<file path="config.mk">
export PLATFORM = sky130hd
export DESIGN_NAME = ultra_range_parser
export DESIGN_NICKNAME = d
export VERILOG_FILES = /design/src/rtl/ultra_range_parser.sv
export SDC_FILE = /design/constraint.sdc
export NUM_CORES = 1
export LEC_CHECK = 0
export BUFFER_PORTS_ARGS = -buffer_cell sky130_fd_sc_hd__buf_2
export CAP_MARGIN = 0
export CORE_MARGIN = 4
export CORE_UTILIZATION = 30
export DETAILED_ROUTE_END_ITERATION = 7
export MAX_ROUTING_LAYER = met4
export PLACE_DENSITY = 0.53
export SLEW_MARGIN = 20
export SYNTH_ARGS = -nofsm -noshare
export SYNTH_HDL_FRONTEND = slang
export SYNTH_SLANG_ARGS = --single-unit
</file>
<file path="constraint.sdc">
create_clock -name clk -period 3.15 [get_ports clk]
set_clock_uncertainty 0.15 [all_clocks]
set_input_delay 0.315 -clock clk [delete_from_list [all_inputs] [get_ports clk]]
set_output_delay 0.315 -clock clk [all_outputs]
set_load 0.02 [all_outputs]
</file>
<file path="src/rtl/ultra_range_parser.sv">
// Parser for ASCII ultrasonic range frames ("R" + NDIGITS digits + CR).
// Builds BCD and binary values in shadow registers and commits them together on the terminator.
module ultra_range_parser #(
   parameter int          NDIGITS     = 3,
   parameter int          VAL_W       = 10,
   parameter logic [7:0]  HDR_CHAR    = 8'h52,
   parameter logic [7:0]  TERM_CHAR   = 8'h0D,
   parameter int          TIMEOUT_CYC = 160000,
   parameter int          TO_W        = 18
) (
   input  logic                   clk,
   input  logic                   reset,
   input  logic [7:0]             rx_data,
   input  logic                   rx_valid,
   output logic [4*NDIGITS-1:0]   digits,
   output logic [VAL_W-1:0]       range_bin,
   output logic                   range_valid,
   output logic                   frame_err,
   output logic [7:0]             err_count,
   output logic                   busy
);

   // state  | meaning
   // IDLE   | waiting for a header byte, everything else ignored
   // DIGITS | collecting decimal digits into the shadow registers
   // TERM   | all digits seen, waiting for the terminator to commit

   localparam int BW    = 4*NDIGITS;
   localparam int CNT_W = $clog2(NDIGITS+1);

   typedef enum logic [1:0] {S_IDLE, S_DIGITS, S_TERM} state_t;

   state_t             state;
   logic [BW-1:0]      shadow_bcd;
   logic [VAL_W-1:0]   shadow_acc;
   logic [CNT_W-1:0]   digit_cnt;
   logic [TO_W-1:0]    timer;

   logic               is_digit;
   logic               is_hdr;
   logic               is_term;
   logic               expired;
   logic               err_now;
   logic [3:0]         digit_val;
   logic [BW-1:0]      bcd_next;
   logic [VAL_W-1:0]   acc_next;

   assign busy      = (state == S_DIGITS) || (state == S_TERM);
   assign is_digit  = (rx_data >= 8'h30) && (rx_data <= 8'h39);
   assign is_hdr    = (rx_data == HDR_CHAR);
   assign is_term   = (rx_data == TERM_CHAR);
   // For '0'..'9' the low nibble is exactly the digit value.
   assign digit_val = rx_data[3:0];
   assign bcd_next  = (shadow_bcd << 4) | BW'(digit_val);
   // Modular arithmetic: computing at VAL_W bits gives the same low bits as a wider sum truncated.
   assign acc_next  = shadow_acc * VAL_W'(10) + VAL_W'(digit_val);
   assign expired   = busy && (timer == TO_W'(TIMEOUT_CYC));

   always_comb begin
      err_now = 1'b0;
      if (state == S_DIGITS && rx_valid && !is_digit)
         err_now = 1'b1;
      if (state == S_TERM && rx_valid && !is_term)
         err_now = 1'b1;
      if (expired && !rx_valid)
         err_now = 1'b1;
   end

   always_ff @(posedge clk) begin
      if (reset) begin
         state       <= S_IDLE;
         shadow_bcd  <= '0;
         shadow_acc  <= '0;
         digit_cnt   <= '0;
         timer       <= '0;
         digits      <= '0;
         range_bin   <= '0;
         range_valid <= 1'b0;
         frame_err   <= 1'b0;
         err_count   <= '0;
      end else begin
         range_valid <= 1'b0;
         frame_err   <= 1'b0;
         if (err_now) begin
            frame_err <= 1'b1;
            if (err_count != 8'hFF)
               err_count <= err_count + 8'd1;
         end

         case (state)
            S_IDLE: begin
               timer <= '0;
               if (rx_valid && is_hdr) begin
                  state      <= S_DIGITS;
                  shadow_bcd <= '0;
                  shadow_acc <= '0;
                  digit_cnt  <= '0;
               end
            end

            S_DIGITS: begin
               if (rx_valid) begin
                  timer <= '0;
                  if (is_digit) begin
                     shadow_bcd <= bcd_next;
                     shadow_acc <= acc_next;
                     digit_cnt  <= digit_cnt + CNT_W'(1);
                     if (digit_cnt == CNT_W'(NDIGITS-1))
                        state <= S_TERM;
                  end else if (is_hdr) begin
                     shadow_bcd <= '0;
                     shadow_acc <= '0;
                     digit_cnt  <= '0;
                  end else begin
                     state <= S_IDLE;
                  end
               end else if (expired) begin
                  state <= S_IDLE;
                  timer <= '0;
               end else begin
                  timer <= timer + TO_W'(1);
               end
            end

            S_TERM: begin
               if (rx_valid) begin
                  timer <= '0;
                  if (is_term) begin
                     digits      <= shadow_bcd;
                     range_bin   <= shadow_acc;
                     range_valid <= 1'b1;
                     state       <= S_IDLE;
                  end else if (is_hdr) begin
                     // Header inside a frame restarts collection with this byte as the new header.
                     shadow_bcd <= '0;
                     shadow_acc <= '0;
                     digit_cnt  <= '0;
                     state      <= S_DIGITS;
                  end else begin
                     state <= S_IDLE;
                  end
               end else if (expired) begin
                  state <= S_IDLE;
                  timer <= '0;
               end else begin
                  timer <= timer + TO_W'(1);
               end
            end

            default: state <= S_IDLE;
         endcase
      end
   end

endmodule
</file>
* After elaboration in Yosys (flattened, before gate mapping)
Index checks and enable logic that the tools add are counted.
Word-level totals: register bits 76, input port bits 11
Operators by class: add/sub/neg operators 4, multipliers 1, $lt $le $gt $ge 2, equality and inequality tests 13, mux-type cells 39, bitwise gates (word level) 3, reduce and logical (&&, ||, !) cells 21
Operator list (number):
- 12-bit two-way mux | 6
- 10-bit two-way mux | 6
- 18-bit two-way mux | 2
- 12-bit one-hot mux with 3 select lines | 1
- 18-bit one-hot mux with 2 select lines | 1
- 10-bit one-hot mux with 3 select lines | 1
- 2-bit two-way mux | 13
- 18-bit by 1-bit adder with 18-bit output, second input constant | 1
- 18-bit == test, second input constant | 1
- 12-bit by 4-bit OR with 12-bit output | 1
- 2-bit one-hot mux with 3 select lines | 2
- 10-bit by 4-bit adder with 10-bit output | 1
- 10-bit by 3-bit multiplier with 9-bit output, second input constant | 1
- 8-bit by 1-bit adder with 8-bit output, second input constant | 1
- 8-bit by 4-bit == test with 1-bit output, second input constant | 1
- 8-bit by 7-bit == test with 1-bit output, second input constant | 1
- 8-bit by 6-bit >= comparator with 1-bit output, second input constant | 1
- 8-bit by 6-bit <= comparator with 1-bit output, second input constant | 1
- 1-bit logical AND | 8
- 2-bit inequality test, second input constant | 4
- 8-bit inequality test, second input constant | 1
- 1-bit two-way mux | 7
- 3-bit AND reduction | 2
- 5-bit AND reduction | 1
- other kinds (14) | 18

* Logic depth before layout (Yosys ltp)
Gate-level depths: netlist of run 1.
depth in word-level cells 8, mapped depth 10, mapped depth without buffers 9

* Worst setup path after synthesis of run 1
Ideal clock, no wire load.
path kind register -> register, from register shadow_acc[1], to register shadow_acc[9], data arrival time 2.563 ns, path slack 0.310 ns, cell stages (with the launch flop) 10, path buffers 0, cell sequence dfxtp_1 ha_1 ha_1 fa_1 xor2_1 o2111ai_1 nor4bb_1 xnor3_1 a22oi_1 nor2_1
On the way: cells in the longest elaborated chain, start to end 5
RTL lines:
- from (decl) | RTL line 35 | logic [VAL_W-1:0] shadow_acc;
- from (signal assigned) | RTL line 106 | shadow_acc <= acc_next;
- 10-bit by 3-bit multiplier with 9-bit output | RTL line 56 | assign acc_next = shadow_acc * VAL_W'(10) + VAL_W'(digit_val);
- 10-bit by 4-bit adder with 10-bit output | RTL line 56
- 10-bit two-way mux | RTL line 104 | if (is_digit) begin
- 10-bit two-way mux | RTL line 102 | if (rx_valid) begin
- 10-bit one-hot mux with 3 select lines | RTL line 90 | case (state)
No other way between the ends. The select of a mux whose other input is x is not followed. A chain may end at the register's enable or synchronous reset.

* Final worst setup path of run 1
from register shadow_acc[3], to register shadow_acc[9]
The elaborated chain is that of the path after synthesis.

==> results.md, run 1 <==
* Register area at approximately 1500 sq um
* Via count of the first global-routing pass at ~3.4k
* Final TNS setup at 0 ns
* Total gr overflow at 0
* CORE AREA at ~13000 sq um
* Worst-Margin Slew at between 0.7 and 0.8 ns
* Setup-failing EPs final at 0
* Clock-pin slew on the worst setup and hold paths at about 0.060 ns
* Worst reg2reg path depth at 9
* Die Wd at between 100 and 150 microns
* Max Cap Violations at 0
* Min Tclk post-route at 2.98 ns
* Antenna Nets Post-Route at 0
* Asr flop ratio synth at 0
* Post-synth EDFFs at 0
* Inserted Clock Buffers at 9
* Initial cell density of the core at 0.306
* Reg2reg end: shadow_acc[9]$_SDFFE_PP0P_
* RR Startpoint: shadow_acc[3]$_SDFFE_PP0P_
* GP Congestion at between 0.8 and 0.9
* Hold Startpoint: rx_data[0]
* GRT Overall Usage at 0.141
* Clock buffer depth at 2
* Cell Area, Synth at between 3000 and 4000 sq um
* Clock root cell: clkbuf_16
* DR DRC count at 0
* Ys flop type: dfxtp_1
* Worst-path cell chain: ha_1 > ha_1 > fa_1 > xor2_1 > o2111ai_1 > nor4bb_1 > xnor3_1 > a22oi_1 > nor2_1
* Mapped Nets at 498
* Synth cell types at 57
* Max-slew headroom at 0.511
* Status: complete, no violations
* Met3 usage at 0.0434
* Initial DRT Pass Iterations at 4
* Area Growth Syn to Fin at 17.9%
* Hold EP: shadow_bcd[0]$_SDFFE_PP0P_
* # clock sinks at 76
* RSZ-0062 raised after global routing: false
* Fillers at 1359
* Share of post-route cells with drive strength above 1 at 0.157
* Final Cycle Share at 0.945
* Largest net degree at the start of global routing at 36
* Peak VDD IR at approximately 0.00025 V
* CP Data Required Time at between 3 and 4 ns
* Fin. max-slew vios at 0
* Met2 Use GR at 0.234
* Hold Crit Class: input port to flip-flop
* I/O Buffers at between 40 and 50
* Critical Path Start Type: flip-flop
* Diodes inserted at 0
* TritonCTS clock tree: yes
* Maximum level of the CTS H-tree at 3
* Most frequent CP cell: ha_1
* # IOs at 44
* HPWL after detailed placement at between 6 and 7 mm
* Worst hold stages at 3
* Hold Vio Cnt, Final at 0
* Post-Route WL at about 9.7 mm
* Leakage Power at between 1.5 and 2 nW
* Die area at approximately 15000 sq um
* Cell Pwr Density at approximately 450 nW/um^2
* Slowest CP cell: xnor3_1
* Mean Syn Cell Area at about 8.3 sq um
* Crit. End Element: flip-flop
* #FFs+latches synth at 76
* Total number of vias at approximately 3.4k
* Most crowded layer after global routing: met2
* 1st-iter DRT viols at around 230
* FMAX at roughly 340 MHz
* Placed cell area at around 4300 sq um
* Critical path class: flip-flop to flip-flop
* Routed len/inst at around 14 microns
* Multi-input logic area at 2160 sq um
* Row count at 41
* Slowest Stage Delay on Critical Path at 0.44 ns
* Vias per Instance at 5.03
* Syn Inst Count at 463
* Final #Nets at 540
* Clk Latency, worst-skew pair at 0.34 ns
* R2r setup slk at approximately 0.17 ns
* First-pass GRT wire length at 16.4 mm
* Warnings from Yosys at 0
* Seq/Total Area, Yosys at 0.394
* Post-CTS setup buffer count at 0
* Initial antenna violation count at 0
* Die height at around 120 microns
* Final Cell Area at roughly 4600 sq um
* Maximum fanout along the worst path at 4
* Post-CTS resize count at 0
* CTS Hold Buffers Added at 0
* Arr. time, crit path at between 3 and 4 ns
* M1 GR Usage at 0.164
placed cells by master, fill, tap and decap left out, types with 2 or more instances in the layout:
| master | count |
|---|---|
| dfxtp_1 | 76 |
| nand2_1 | 64 |
| nor2_1 | 56 |
| buf_2 | 43 |
| a21oi_1 | 42 |
| ha_1 | 22 |
| a22oi_1 | 20 |
| o21ai_0 | 19 |
| inv_1 | 17 |
| nand3_1 | 14 |
| buf_4 | 11 |
| clkbuf_16 | 9 |
| a311oi_1 | 8 |
| xor2_1 | 8 |
| nand4_1 | 7 |
| a31oi_1 | 7 |
| xnor2_1 | 7 |
| nor3_1 | 6 |
| and3_1 | 6 |
| nand4b_1 | 5 |
| a41oi_1 | 4 |
| o21bai_1 | 4 |
| nor4_1 | 3 |
| nor2b_1 | 3 |
| nor4b_1 | 2 |
| nor4bb_1 | 2 |
| o211ai_1 | 2 |
| or3_1 | 2 |
| o211a_1 | 2 |
| a211oi_1 | 2 |
| or2_2 | 2 |
| fa_1 | 2 |
| clkinv_4 | 2 |
| clkinvlp_4 | 2 |
| clkbuf_1 | 2 |
state kept, by name, indices dropped and copies added (netlist names):
signal	flops
timer	18
range_bin	10
digit_cnt	2
shadow_bcd	12
frame_err	1
shadow_acc	10
range_valid	1
state	2
digits	12
err_count	8
final cells by class:
| type | instances | share of cell area |
|---|---|---|
| inverter | 18 | 0.0148 |
| clock buffer | 11 | 0.0511 |
| sequential | 76 | 0.334 |
| timing repair buffer | 54 | 0.0654 |
| clock inverter | 5 | 0.0137 |
| multi-input combinational | 346 | 0.474 |
| tap | 172 | 0.0473 |
report_power, final:
group / switching (W) / internal, W / total, W
Sequential: 0.00000202 / 0.000963 / 0.000965
Combinational: 0.0000426 / 0.0000165 / 0.0000591
Clock: 0.000410 / 0.000616 / 0.00103
Total: 0.000454 / 0.00160 / 0.00205
how the worst max path moves through the flow:
stage | startpoint | endpoint | slack (ns) | cells past startpoint
after global routing | shadow_acc[3]$_SDFFE_PP0P_ | shadow_acc[9]$_SDFFE_PP0P_ | 0.04 | 9
after detailed placement | shadow_acc[3]$_SDFFE_PP0P_ | shadow_acc[9]$_SDFFE_PP0P_ | 0.14 | 9
final | shadow_acc[3]$_SDFFE_PP0P_ | shadow_acc[9]$_SDFFE_PP0P_ | 0.17 | 9
after floorplan | shadow_acc[1]$_SDFFE_PP0P_ | shadow_acc[9]$_SDFFE_PP0P_ | 0.31 | 9
after global placement | shadow_acc[3]$_SDFFE_PP0P_ | shadow_acc[9]$_SDFFE_PP0P_ | 0.18 | 9
after CTS | shadow_acc[3]$_SDFFE_PP0P_ | shadow_acc[9]$_SDFFE_PP0P_ | 0.13 | 9
cells in the mapped netlist, types with 3 or more instances:
cell type / instances / area share
inv_1: 17 / 0.017
nand3_1: 14 / 0.018
a41oi_1: 4 / 0.0091
a21oi_1: 42 / 0.054
nor3_1: 6 / 0.0078
nand4_1: 7 / 0.011
o21ai_0: 19 / 0.025
and3_1: 6 / 0.0097
nor4_1: 3 / 0.0049
buf_2: 4 / 0.0052
o21bai_1: 4 / 0.0078
buf_6: 4 / 0.012
dfxtp_1: 76 / 0.39
clkbuf_1: 14 / 0.014
a311oi_1: 8 / 0.018
a22oi_1: 20 / 0.039
ha_1: 22 / 0.071
a211oi_1: 3 / 0.0058
xor2_1: 8 / 0.018
nand4b_1: 5 / 0.011
nor2b_1: 3 / 0.0049
a31oi_1: 7 / 0.011
xnor2_1: 7 / 0.016
nor2_1: 57 / 0.055
nand2_1: 64 / 0.062
routing by layer:
layer	up-vias	wire length [microns]
li1	1748	-
met1	1618	4330
met2	50	4750
met3	16	440
met4	0	142
met5	-	0
through the flow:
step	std cells	power (W)	util	hold slack [ns]	setup slack, ns
floorplan	463	0.00102	-	0.287	0.310
global placement	666	0.00105	0.337	0.287	0.181
detailed placement	666	0.00105	0.337	0.293	0.143
CTS	682	0.00209	0.360	0.120	0.125
global route	682	0.00213	0.361	0.129	0.0407
finish	682	0.00205	0.361	0.136	0.175
critical path: cells and delay by family (launching register included):
kind	cells	cell delay, ns
xor+xnor	2	0.67
compound gates	2	0.37
flops	1	0.39
simple gates	2	0.37
fa+ha+maj	3	0.92
cells by family after synthesis:
family / Yosys count / share of synthesized area
muxes: 1 / 0.00259
buffers and inverters: 41 / 0.0499
adders and majority gates: 24 / 0.0816
and+or+nand+nor: 184 / 0.230
AOI/OAI and AO/OA: 121 / 0.202
DFF: 76 / 0.394
xor gates and xnor gates: 16 / 0.0398
No activity file was read; power rests on OpenSTA's default activity.
==> inputs of run 2 (changes only) <==
--- a/config.mk
+++ b/config.mk
@@ -11,7 +11,7 @@
 export CORE_UTILIZATION = 30
 export DETAILED_ROUTE_END_ITERATION = 7
 export MAX_ROUTING_LAYER = met4
-export PLACE_DENSITY = 0.53
+export PLACE_DENSITY = 0.54
 export SLEW_MARGIN = 20
 export SYNTH_ARGS = -nofsm -noshare
 export SYNTH_HDL_FRONTEND = slang
==> constraint.sdc (replaced) <==
create_clock -name clk -period 2.5 [get_ports clk]
set_clock_uncertainty 0.15 [all_clocks]
set_input_delay 0.25 -clock clk [delete_from_list [all_inputs] [get_ports clk]]
set_output_delay 0.25 -clock clk [all_outputs]
set_load 0.02 [all_outputs]
==> run 2 against run 1 <==
Sequential power up 25%. Register-to-register slack worse by 0.15 ns. First-iteration DRC count down 44%. Routed wire length down 0.18%. Count of clock-buffer cells in the layout unchanged. Via count up 1.7%. Worst hold slack worse by 0.039 ns. Clock power up 26%. Combinational power up 32%. Sequential cell count unchanged. Largest power group unchanged.
==> results.md, run 2 (synthesis gave the netlist of run 1 again) <==
* Largest registers: timer (18), digits (12), shadow_bcd (12) (unchanged)
* Total gr overflow at 0 (unchanged)
* RR Startpoint: shadow_acc[3]$_SDFFE_PP0P_ (unchanged)
* Critical path class: flip-flop to flip-flop (unchanged)
* # clock sinks at 76 (unchanged)
* Register bank with the most flops: timer (unchanged)
* Hold Vio Cnt, Final at 0 (unchanged)
* Launch point of the critical path: shadow_acc[3]$_SDFFE_PP0P_ (unchanged)
* Hold Startpoint: reset (was rx_data[0])
* Maximum fanout along the worst path at 4 (unchanged)
* Post-CTS setup buffer count at 0 (unchanged)
* Crit. End Element: flip-flop (unchanged)
* Share of post-route cells with drive strength above 1 at 0.211 (was 0.157)
* Clk Latency, worst-skew pair at 0.34 ns (about the same)
* TritonCTS clock tree: yes (unchanged)
* Final Cycle Share at 0.991 (was 0.945)
* CP Data Required Time at 2.58 ns (was 3.22 ns)
* Initial cell density of the core at 0.306 (unchanged)
* DR DRC count at 0 (unchanged)
* # IOs at 44 (unchanged)
* Leakage Power at 1.84 nW (was 1.74 nW)
* Critical Path Start Type: flip-flop (unchanged)
* First-pass GRT wire length at 16.3 mm (was 16.4 mm)
* 1st-iter DRT viols at 131 (was 233)
* Hold Crit Class: input port to flip-flop (unchanged)
* FMAX at 404 MHz (was 336 MHz)
* Diodes inserted at 0 (unchanged)
* Vias per Instance at 4.97 (was 5.03)
* Clock Power Share at 0.501 (was 0.500)
* Final Util at 0.380 (was 0.361)
* Antenna Nets Post-Route at 0 (unchanged)
* Initial antenna violation count at 0 (unchanged)
* Commonest non-fill, non-tap cells in the layout: dfxtp_1 (74), nand2_1 (64), nor2_1 (57), buf_2 (43), a21oi_1 (42) (was dfxtp_1 (76), nand2_1 (64), nor2_1 (56), buf_2 (43), a21oi_1 (42))
* Combinational power share at 0.030 (was 0.029)
* Status: complete, no violations (unchanged)
* # placed instances at 687 (was 666)
* GRT Overall Usage at 0.142 (was 0.141)
* Hold_ws at 0.0965 ns (was 0.136 ns)
* I/O Buffers at 43 (unchanged)
* Final TNS setup at 0 ns (unchanged)
* Sequential share of power at 0.469 (was 0.471)
* Arr. time, crit path at 2.55 ns (was 3.05 ns)
* Internal power at 0.00201 W (was 0.00160 W)
* Max-slew headroom at 0.611 (was 0.511)
* Max Cap Violations at 0 (unchanged)
* RSZ-0062 raised after global routing: true (was false)
* Largest register FFs at 18 (unchanged)
* Inserted Clock Buffers at 9 (unchanged)
* Worst-path cell chain: ha_4 > ha_4 > fa_2 > o2111ai_2 > nor4bb_2 > xnor3_1 > a22oi_1 > nor2_1 (was ha_1 > ha_1 > fa_1 > xor2_1 > o2111ai_1 > nor4bb_1 > xnor3_1 > a22oi_1 > nor2_1)
* Final Cell Area at 4790 sq um (was 4550 sq um)
* Cell Pwr Density at 540 nW/um^2 (was 450 nW/um^2)
* Total number of vias at 3491 (was 3432)
* Sw power at 0.000576 W (was 0.000454 W)
* Min Tclk post-route at 2.48 ns (was 2.98 ns)
* Slowest Stage Delay on Critical Path at 0.54 ns (was 0.44 ns)
* Clock buffer depth at 2 (unchanged)
* Die area at 14800 sq um (unchanged)
* Maximum level of the CTS H-tree at 3 (unchanged)
* Clock root cell: clkbuf_16 (unchanged)
* Non-filler cells, final at 703 (was 682)
* Worst-Margin Slew at 0.578 ns (was 0.733 ns)
* Die height at 121 microns (unchanged)
* Setup-failing EPs final at 0 (unchanged)
* Initial DRT Pass Iterations at 5 (was 4)
* Peak VDD IR at 0.000370 V (was 0.000254 V)
* Die Wd at 121 microns (unchanged)
* Final #Nets at 561 (was 540)
* Via count of the first global-routing pass at 3424 (was 3412)
* Most frequent CP cell: ha_4 (was ha_1)
* Fin. max-slew vios at 0 (unchanged)
* HPWL after detailed placement at 6.80 mm (about the same)
* GP Congestion at 0.841 (was 0.831)
* Switching share of total power at 0.222 (about the same)
* Commonest non-fill, non-tap cell in the layout: dfxtp_1 (unchanged)
* Clock-pin slew on the worst setup and hold paths at 0.06 ns (about the same)
* Placed cell area at 4460 sq um (was 4250 sq um)
* Area Growth Syn to Fin at 24.0% (was 17.9%)
* Slowest CP cell: fa_2 (was xnor3_1)
* Row count at 41 (unchanged)
* CORE AREA at 12600 sq um (unchanged)
* Routed len/inst at 13.7 microns (was 14.2 microns)
* Post-Route WL at 9.65 mm (was 9.66 mm)
* Largest net degree at the start of global routing at 33 (was 36)
[run 2: layout make-up]
cell class / count / area (sq um)
clock inverters: 5 / 61.3
well taps: 172 / 215
flip-flops and latches: 76 / 1530
clock buffers: 11 / 233
inverters: 18 / 67.6
repair buffers: 75 / 468
multi-input cells: 346 / 2220
fillers: 1352 / 7830
[run 2: critical path: cells and delay by family (launching register included)]
family	cells	cell delay (ns)
adders and majority gates	3	0.94
and+or+nand+nor	2	0.37
DFF	1	0.36
AOI/OAI and AO/OA	2	0.29
xor gates and xnor gates	1	0.25
[run 2: what timing repair did]
| item | CTS | global route |
|---|---|---|
| gates cloned | 0 | 0 |
| gates resized for setup | 5 | 3 |
| setup endpoints to repair | 1 | 7 |
| hold buffers | 0 | 0 |
| pin swaps | 5 | 0 |
[run 2: final timing paths]
path,to,slack (ns),cells past startpoint
hold / removal,err_count[6]$_SDFFE_PP0P_,0.1,2
hold reg to reg,range_bin[8]$_SDFFE_PP0P_,0.30,2
setup reg to reg,shadow_acc[9]$_SDFFE_PP0P_,0.02,8
setup / recovery,shadow_acc[9]$_SDFFE_PP0P_,0.02,8
[run 2: power groups by stage]
stage / sequential (W) / combinational [W] / clock (W)
after floorplan: 0.00125 / 0.0000394 / 0
after global placement: 0.00124 / 0.0000772 / 0
after detailed placement: 0.00124 / 0.0000783 / 0
after CTS: 0.00121 / 0.0000787 / 0.00134
after global routing: 0.00121 / 0.0000868 / 0.00139
final: 0.00121 / 0.0000783 / 0.00130
[run 2: per-layer routing]
metal | wire length [microns] | GRT usage | vias to the layer above | part of all wire
met2 | 4740 | 0.230 | 70 | 0.49
met4 | 88 | 0.0378 | 0 | 0.0091
li1 | - | - | 1788 | -
met5 | 0 | - | - | 0
met1 | 4370 | 0.166 | 1622 | 0.45
met3 | 449 | 0.0513 | 11 | 0.047
[run 2: metrics by stage]
step | setup WS (ns) | total power (W)
2_1_floorplan | 0.00573 | 0.00128
3_3_place_gp | -0.0724 | 0.00132
3_5_place_dp | -0.0927 | 0.00132
4_1_cts | 0.0111 | 0.00263
5_1_grt | -0.168 | 0.00269
6_report | 0.0224 | 0.00259
